--- src/rtl/layer_stream_sequencer_pkg.sv ---
// Shared types for the layer stream sequencer: FSM state encoding and counter width.
package layer_stream_sequencer_pkg;

    typedef enum logic {
        IDLE = 1'b0,
        SEND = 1'b1
    } lseq_state_e;

    localparam int LSEQ_CNT_W = 16;

endpackage

--- src/rtl/frame_buffer_reg.sv ---
// NN x dataWidth frame register that loads from one of two sources and carries a valid bit.
module frame_buffer_reg
    import layer_stream_sequencer_pkg::*;
#(
    parameter int NN        = 30,
    parameter int dataWidth = 16
) (
    input  logic                    clk,
    input  logic                    rst,
    input  logic                    load_i,
    input  logic                    clear_i,
    input  logic                    sel_i,
    input  logic [NN*dataWidth-1:0] data_a_i,
    input  logic [NN*dataWidth-1:0] data_b_i,
    output logic [NN*dataWidth-1:0] data_o,
    output logic                    valid_o
);

    logic [NN*dataWidth-1:0] data_q, data_d;
    logic                    valid_q, valid_d;

    // A load in the same cycle as a clear keeps the buffer valid with the new frame.
    always_comb begin
        data_d  = data_q;
        valid_d = valid_q;
        if (load_i) begin
            data_d  = sel_i ? data_b_i : data_a_i;
            valid_d = 1'b1;
        end else if (clear_i) begin
            valid_d = 1'b0;
        end
    end

    always_ff @(posedge clk) begin
        if (rst) begin
            data_q  <= '0;
            valid_q <= 1'b0;
        end else begin
            data_q  <= data_d;
            valid_q <= valid_d;
        end
    end

    assign data_o  = data_q;
    assign valid_o = valid_q;

endmodule

--- src/rtl/layer_stream_sequencer.sv ---
// Captures a fully-parallel layer output frame and replays it serially, neuron 0 first.
// Optional LAYER_SEQ_OVR_CNT_EN adds a saturating ovr_count of dropped frames.
module layer_stream_sequencer
    import layer_stream_sequencer_pkg::*;
#(
    parameter int NN        = 30,
    parameter int dataWidth = 16
) (
    input  logic                    clk,
    input  logic                    rst,
    input  logic [NN-1:0]           o_valid,
    input  logic [NN*dataWidth-1:0] x_out,
    input  logic                    clr_err,
    output logic                    x_valid,
    output logic [dataWidth-1:0]    x_in,
    output logic                    busy,
    output logic                    frame_done,
    output logic                    overrun,
    output logic                    lane_err
`ifdef LAYER_SEQ_OVR_CNT_EN
    ,
    output logic [LSEQ_CNT_W-1:0]   ovr_count
`endif
);

    localparam int IDX_W = (NN > 1) ? $clog2(NN) : 1;

    lseq_state_e             state_q, state_d;
    logic [IDX_W-1:0]        idx_q, idx_d;
    logic                    x_valid_q, x_valid_d;
    logic [dataWidth-1:0]    x_in_q, x_in_d;
    logic                    busy_q, busy_d;
    logic                    frame_done_q, frame_done_d;
    logic                    overrun_q, overrun_d;
    logic                    lane_err_q, lane_err_d;

    logic                    capture, partial, is_last, ovr_set;
    logic                    act_load, act_from_pend, act_clear;
    logic                    pend_load, pend_clear;
    logic [NN*dataWidth-1:0] act_frame, pend_frame;
    logic                    act_v, pend_v;
    logic [dataWidth-1:0]    elem;

    assign capture = &o_valid;
    assign partial = (|o_valid) & ~capture;
    assign is_last = (idx_q == IDX_W'(NN - 1));

    frame_buffer_reg #(.NN(NN), .dataWidth(dataWidth)) u_active (
        .clk      (clk),
        .rst      (rst),
        .load_i   (act_load),
        .clear_i  (act_clear),
        .sel_i    (act_from_pend),
        .data_a_i (x_out),
        .data_b_i (pend_frame),
        .data_o   (act_frame),
        .valid_o  (act_v)
    );

    frame_buffer_reg #(.NN(NN), .dataWidth(dataWidth)) u_pending (
        .clk      (clk),
        .rst      (rst),
        .load_i   (pend_load),
        .clear_i  (pend_clear),
        .sel_i    (1'b0),
        .data_a_i (x_out),
        .data_b_i (x_out),
        .data_o   (pend_frame),
        .valid_o  (pend_v)
    );

    always_comb begin
        elem = '0;
        for (int k = 0; k < NN; k++) begin
            if (idx_q == IDX_W'(k)) begin
                elem = act_frame[k*dataWidth +: dataWidth];
            end
        end
    end

    // On the last element the pending frame takes priority; a frame arriving then refills pending.
    always_comb begin
        state_d       = state_q;
        idx_d         = idx_q;
        x_valid_d     = 1'b0;
        x_in_d        = x_in_q;
        frame_done_d  = 1'b0;
        act_load      = 1'b0;
        act_from_pend = 1'b0;
        act_clear     = 1'b0;
        pend_load     = 1'b0;
        pend_clear    = 1'b0;
        ovr_set       = 1'b0;

        case (state_q)
            IDLE: begin
                if (capture) begin
                    act_load = 1'b1;
                    idx_d    = '0;
                    state_d  = SEND;
                end
            end
            SEND: begin
                if (act_v) begin
                    x_valid_d = 1'b1;
                    x_in_d    = elem;
                    if (is_last) begin
                        frame_done_d = 1'b1;
                        idx_d        = '0;
                        if (pend_v) begin
                            act_load      = 1'b1;
                            act_from_pend = 1'b1;
                            pend_load     = capture;
                            pend_clear    = 1'b1;
                        end else if (capture) begin
                            act_load = 1'b1;
                        end else begin
                            act_clear = 1'b1;
                            state_d   = IDLE;
                        end
                    end else begin
                        idx_d = idx_q + IDX_W'(1);
                        if (capture) begin
                            if (!pend_v) begin
                                pend_load = 1'b1;
                            end else begin
                                ovr_set = 1'b1;
                            end
                        end
                    end
                end else begin
                    state_d = IDLE;
                end
            end
            default: state_d = IDLE;
        endcase

        busy_d     = (state_q == SEND) | pend_v;
        overrun_d  = ovr_set | (overrun_q & ~clr_err);
        lane_err_d = partial | (lane_err_q & ~clr_err);
    end

    always_ff @(posedge clk) begin
        if (rst) begin
            state_q      <= IDLE;
            idx_q        <= '0;
            x_valid_q    <= 1'b0;
            x_in_q       <= '0;
            busy_q       <= 1'b0;
            frame_done_q <= 1'b0;
            overrun_q    <= 1'b0;
            lane_err_q   <= 1'b0;
        end else begin
            state_q      <= state_d;
            idx_q        <= idx_d;
            x_valid_q    <= x_valid_d;
            x_in_q       <= x_in_d;
            busy_q       <= busy_d;
            frame_done_q <= frame_done_d;
            overrun_q    <= overrun_d;
            lane_err_q   <= lane_err_d;
        end
    end

`ifdef LAYER_SEQ_OVR_CNT_EN
    logic [LSEQ_CNT_W-1:0] cnt_q, cnt_d;

    // A drop in the same cycle as clr_err still counts, matching the sticky flag.
    always_comb begin
        cnt_d = clr_err ? '0 : cnt_q;
        if (ovr_set && (cnt_d != '1)) begin
            cnt_d = cnt_d + LSEQ_CNT_W'(1);
        end
    end

    always_ff @(posedge clk) begin
        if (rst) begin
            cnt_q <= '0;
        end else begin
            cnt_q <= cnt_d;
        end
    end

    assign ovr_count = cnt_q;
`endif

    assign x_valid    = x_valid_q;
    assign x_in       = x_in_q;
    assign busy       = busy_q;
    assign frame_done = frame_done_q;
    assign overrun    = overrun_q;
    assign lane_err   = lane_err_q;

endmodule

--- config.mk ---
export PLATFORM = sky130hd
export DESIGN_NAME = layer_stream_sequencer
export DESIGN_NICKNAME = d
export VERILOG_FILES = /design/src/rtl/layer_stream_sequencer_pkg.sv /design/src/rtl/frame_buffer_reg.sv /design/src/rtl/layer_stream_sequencer.sv
export SDC_FILE = /design/constraint.sdc
export NUM_CORES = 2
export LEC_CHECK = 0
export BUFFER_PORTS_ARGS = -buffer_cell sky130_fd_sc_hd__buf_2
export CELL_PAD_IN_SITES_DETAIL_PLACEMENT = 0
export CELL_PAD_IN_SITES_GLOBAL_PLACEMENT = 1
export CORE_MARGIN = 2
export CORE_UTILIZATION = 41
export DETAILED_ROUTE_END_ITERATION = 12
export GPL_ROUTABILITY_DRIVEN = 1
export HOLD_SLACK_MARGIN = 0.1
export PLACE_DENSITY = 0.87
export SLEW_MARGIN = 20
export SYNTH_ARGS = -nofsm -noshare
export SYNTH_HDL_FRONTEND = slang
export SYNTH_HIERARCHICAL = 1
export SYNTH_SLANG_ARGS = --single-unit
export TNS_END_PERCENT = 20
--- constraint.sdc ---
create_clock -name clk -period 3.45 [get_ports clk]
set_input_delay 0.5175 -clock clk [delete_from_list [all_inputs] [get_ports clk]]
set_output_delay 0.5175 -clock clk [all_outputs]
set_load 0.02 [all_outputs]
==> impl_metrics.py <==
metrics = {
    "timing": {
        "fmax_mhz": 293,
        "setup_viol": 0,
        "hold_violations": 0,
        "worstMarginPinSlew_ns": 5.19,
        "fin_tns_setup_ns": 0,
        "skew_ns": 0.0398,
        "slew_headroom": -2.46,
        "final.min_clock_period_ns": 3.41,
        "finalMaxSlewViolations": 399,
        "rsz0062_at_grt": "yes",
        "finalCritPeriodShare": 0.989,
    },
    "synth": {
        "synth_compound_area_frac": 0.212,
        "synth-seq-area-share": 0.409,
        "synthTopCellsByCount": "nor2_1, dfxtp_1, a211oi_1",
        "yosys.area.top_type": "dfxtp_1",
        "ys.flop_type": "dfxtp_1",
        "syn_inst": 5277,
        "syn_avg_cell_area_um2": 9.17,
        "synth_cell_types": 87,
        "syn_area_um2": 48400,
        "synth-edff-count": 0,
        "yosysWarnings": 6,
        "synth_adder_area_share": 0.00129,
        "synth_area_leaders": "dfxtp_1, mux2i_1, a211oi_1",
        "yosysMostFrequentCell": "nor2_1",
        "synth_simple_gate_area_frac": 0.121,
        "syn-num-nets": 5795,
        "synth_top_family_by_area": "compound AO/OA/AOI/OAI gates",
        "ys_ff_latch": 989,
        "ys_async_sr_fraction": 0,
        "yosys-mux-area-fraction": 0.199,
        "yosys.area_share.xor_xnor": 0.000181,
        "yosysTopAreaCellShare": 0.409,
    },
    "worst_setup_path": {
        "slowest_delay_ns": 0.74,
        "worstSetupPathType": "register to register",
        "endpoint_kind": "register",
        "path_cells": "inv_1 > ha_2 > buf_4 > nor2_1 > buf_4 > o22ai_1 > a21oi_1 > nor2_1 > a2111oi_1 > o31a_1",
        "required_ns": 4.11,
        "cp.arrival_ns": 4.07,
        "cp-start-kind": "register",
        "crit_path_max_fanout": 19,
        "crit_slowest_cell": "a2111oi_1",
    },
    "pwr": {
        "pwr_density_cell_nw_per_um2": 442,
        "intPower_mw": 18.7,
        "ir_drop_mv": 0.376,
        "clock_power_share": 0.470,
        "swShare": 0.240,
        "p_total_mw": 24.7,
        "power_switching_mw": 5.91,
        "pwr-share-seq": 0.463,
        "p_leak_nw": 19.0,
        "comb_power_share": 0.067,
    },
    "clocking": {
        "cts_tree": "done",
        "clk_pin_slew_worst_paths_ns": 0.07,
        "clock_latency_ns": 0.72,
        "htreeDepth": 3,
        "clock_sinks": 989,
        "cts_max_path_buffers": 3,
        "clock-root-buffer": "clkbuf_16",
        "cts_buffers": 106,
    },
    "floorplanning": {
        "die_w_um": 347,
        "fp-row-count": 126,
        "core_um2": 118000,
        "die_area_um2": 121000,
        "start_util": 0.411,
        "die_h_um": 347,
        "io-pin-count": 534,
    },
    "run": {
        "max_cap_violations": 0,
    },
    "placement": {
        "routabilityCongestion": 0.968,
        "place_area_um2": 52100,
        "placement.io_buffers": 533,
        "post-dp-hpwl_um": 123000,
    },
    "finish": {
        "fill_cells": 11262,
        "design_area_um2": 55800,
        "fin_nets": 6065,
        "syn2layout_area_growth_pct": 15.3,
        "drive_gt1_frac": 0.160,
    },
    "detailed_routing": {
        "ant_nets": 0,
        "routed_via_density": 5.85,
        "drc": 0,
        "drt_first_iter_violations": 4594,
        "drt-total-wl_um": 172000,
        "num_vias": 42101,
        "drtPass1Iterations": 6,
        "wl_per_cell_um": 23.8,
    },
    "grt": {
        "antenna_found_initial": 57,
        "grt.total_usage": 0.269,
        "grt_pass1_vias": 38586,
        "grt_overflow": 0,
        "grt_max_degree": 481,
        "grt_pass1_wl_um": 250000,
    },
    "min_path": {
        "hp-class": "primary input to register",
    },
    "status": {
        "violations": "max-slew violations",
        "status": "complete, but fails checks",
    },
}
power by group through the flow:
| stage | sequential (mW) | combinational [mW] | clock (mW) |
|---|---|---|---|
| 6_report | 11.4 | 1.66 | 11.6 |
| 5_1_grt | 11.4 | 1.66 | 12.1 |
| 4_1_cts | 11.4 | 1.50 | 11.7 |
| 3_5_place_dp | 11.7 | 1.49 | 0 |
| 3_3_place_gp | 11.7 | 1.47 | 0 |
| 2_1_floorplan | 11.7 | 0.844 | 0 |
worst paths after layout:
path / start / end / slack [ns] / depth (start not counted)
max: idx_q[0] / x_in[2] / 0.04 / 10
min: x_out[48] / u_pending/data_o[48] / 0.16 / 3
max reg2reg: idx_q[0] / x_in[2] / 0.04 / 10
min reg2reg: lane_err / lane_err / 0.45 / 2
worst max-delay path: cells and delay by family (launching register included):
kind / cells / cell delay (ns)
simple gates: 2 / 0.42
flops: 1 / 0.48
compound gates: 4 / 1.41
fa+ha+maj: 1 / 0.35
buf+inv: 3 / 0.69
flip-flops by register name, summed over array words and instances, names as in the netlist:
signal,flops
u_active/data_o,480
u_pending/data_o,480
x_in,16
idx_q,5
busy,1
frame_done,1
lane_err,1
overrun,1
state_q,1
u_active/valid_o,1
u_pending/valid_o,1
x_valid,1
stage by stage:
stage	std cells	hold slack (ns)	util	setup WS, ns
2_1_floorplan	5277	0.458	-	0.187
3_3_place_gp	6972	0.441	0.443	-0.301
3_5_place_dp	6974	0.449	0.443	-0.177
4_1_cts	7164	0.121	0.473	0.0123
5_1_grt	7182	0.145	0.474	-0.00192
6_report	7200	0.155	0.474	0.0372
area by class of cell:
type                       count  area (um2)  area share
sequential                   989       19800       0.355
antenna                       36        90.1     0.00161
timing repair buffer         694        4440      0.0797
inverter                      30         120     0.00215
tap                         1536        1920      0.0345
clock buffer                 155        3110      0.0557
multi-input combinational   3726       25900       0.464
clock inverter                34         390     0.00700
cell families after synthesis:
| family | Yosys count |
|---|---|
| compound gates | 1388 |
| flops | 989 |
| buf+inv | 562 |
| fa+ha+maj | 5 |
| xor+xnor | 1 |
| simple gates | 1370 |
| mux | 961 |
| other cells | 1 |
layer usage:
layer / global-route usage / vias to the layer above / routed length (um) / part of all wire
met4: 0.101 / 32 / 6600 / 0.038
met3: 0.0503 / 304 / 12600 / 0.074
li1: - / 20217 / - / -
met5: 0 / - / 203 / 0.0012
met2: 0.429 / 1568 / 78400 / 0.46
met1: 0.362 / 19980 / 73900 / 0.43
what timing repair did:
item                                    in CTS  in global routing
resized for setup                            1                  6
hold buffers                                 1                  0
endpoints found under the setup margin       1                 19
buffers inserted                             0                  0
hold endpoints to repair                     1                  0
layout by cell type (no fill, tap or decap), types with 8 or more instances in the layout:
| cell type | count |
|---|---|
| buf_12 | 44 |
| o22ai_1 | 42 |
| nand3b_1 | 11 |
| nand2_1 | 89 |
| o32ai_1 | 16 |
| o21ai_1 | 13 |
| clkbuf_16 | 108 |
| clkinv_2 | 18 |
| nand4bb_1 | 8 |
| a221o_1 | 9 |
| clkbuf_8 | 23 |
| a22oi_1 | 24 |
| buf_4 | 114 |
| a221oi_1 | 24 |
| and3_1 | 12 |
| a21oi_1 | 88 |
| inv_1 | 26 |
| diode_2 | 36 |
| nor3_1 | 27 |
| nand2b_1 | 17 |
| a32oi_1 | 12 |
| a211oi_1 | 978 |
| buf_2 | 532 |
| nand4_1 | 18 |
| o31a_1 | 8 |
| nor4_1 | 15 |
| dfxtp_1 | 986 |
| clkbuf_1 | 24 |
| nor2b_1 | 8 |
| o221ai_1 | 42 |
| o21ai_0 | 39 |
| or3_1 | 12 |
| nand3_1 | 41 |
| nor2_1 | 1049 |
| mux2i_1 | 961 |
| nand4b_1 | 9 |
| a31oi_1 | 11 |
No activity file was read; power rests on OpenSTA's default activity.
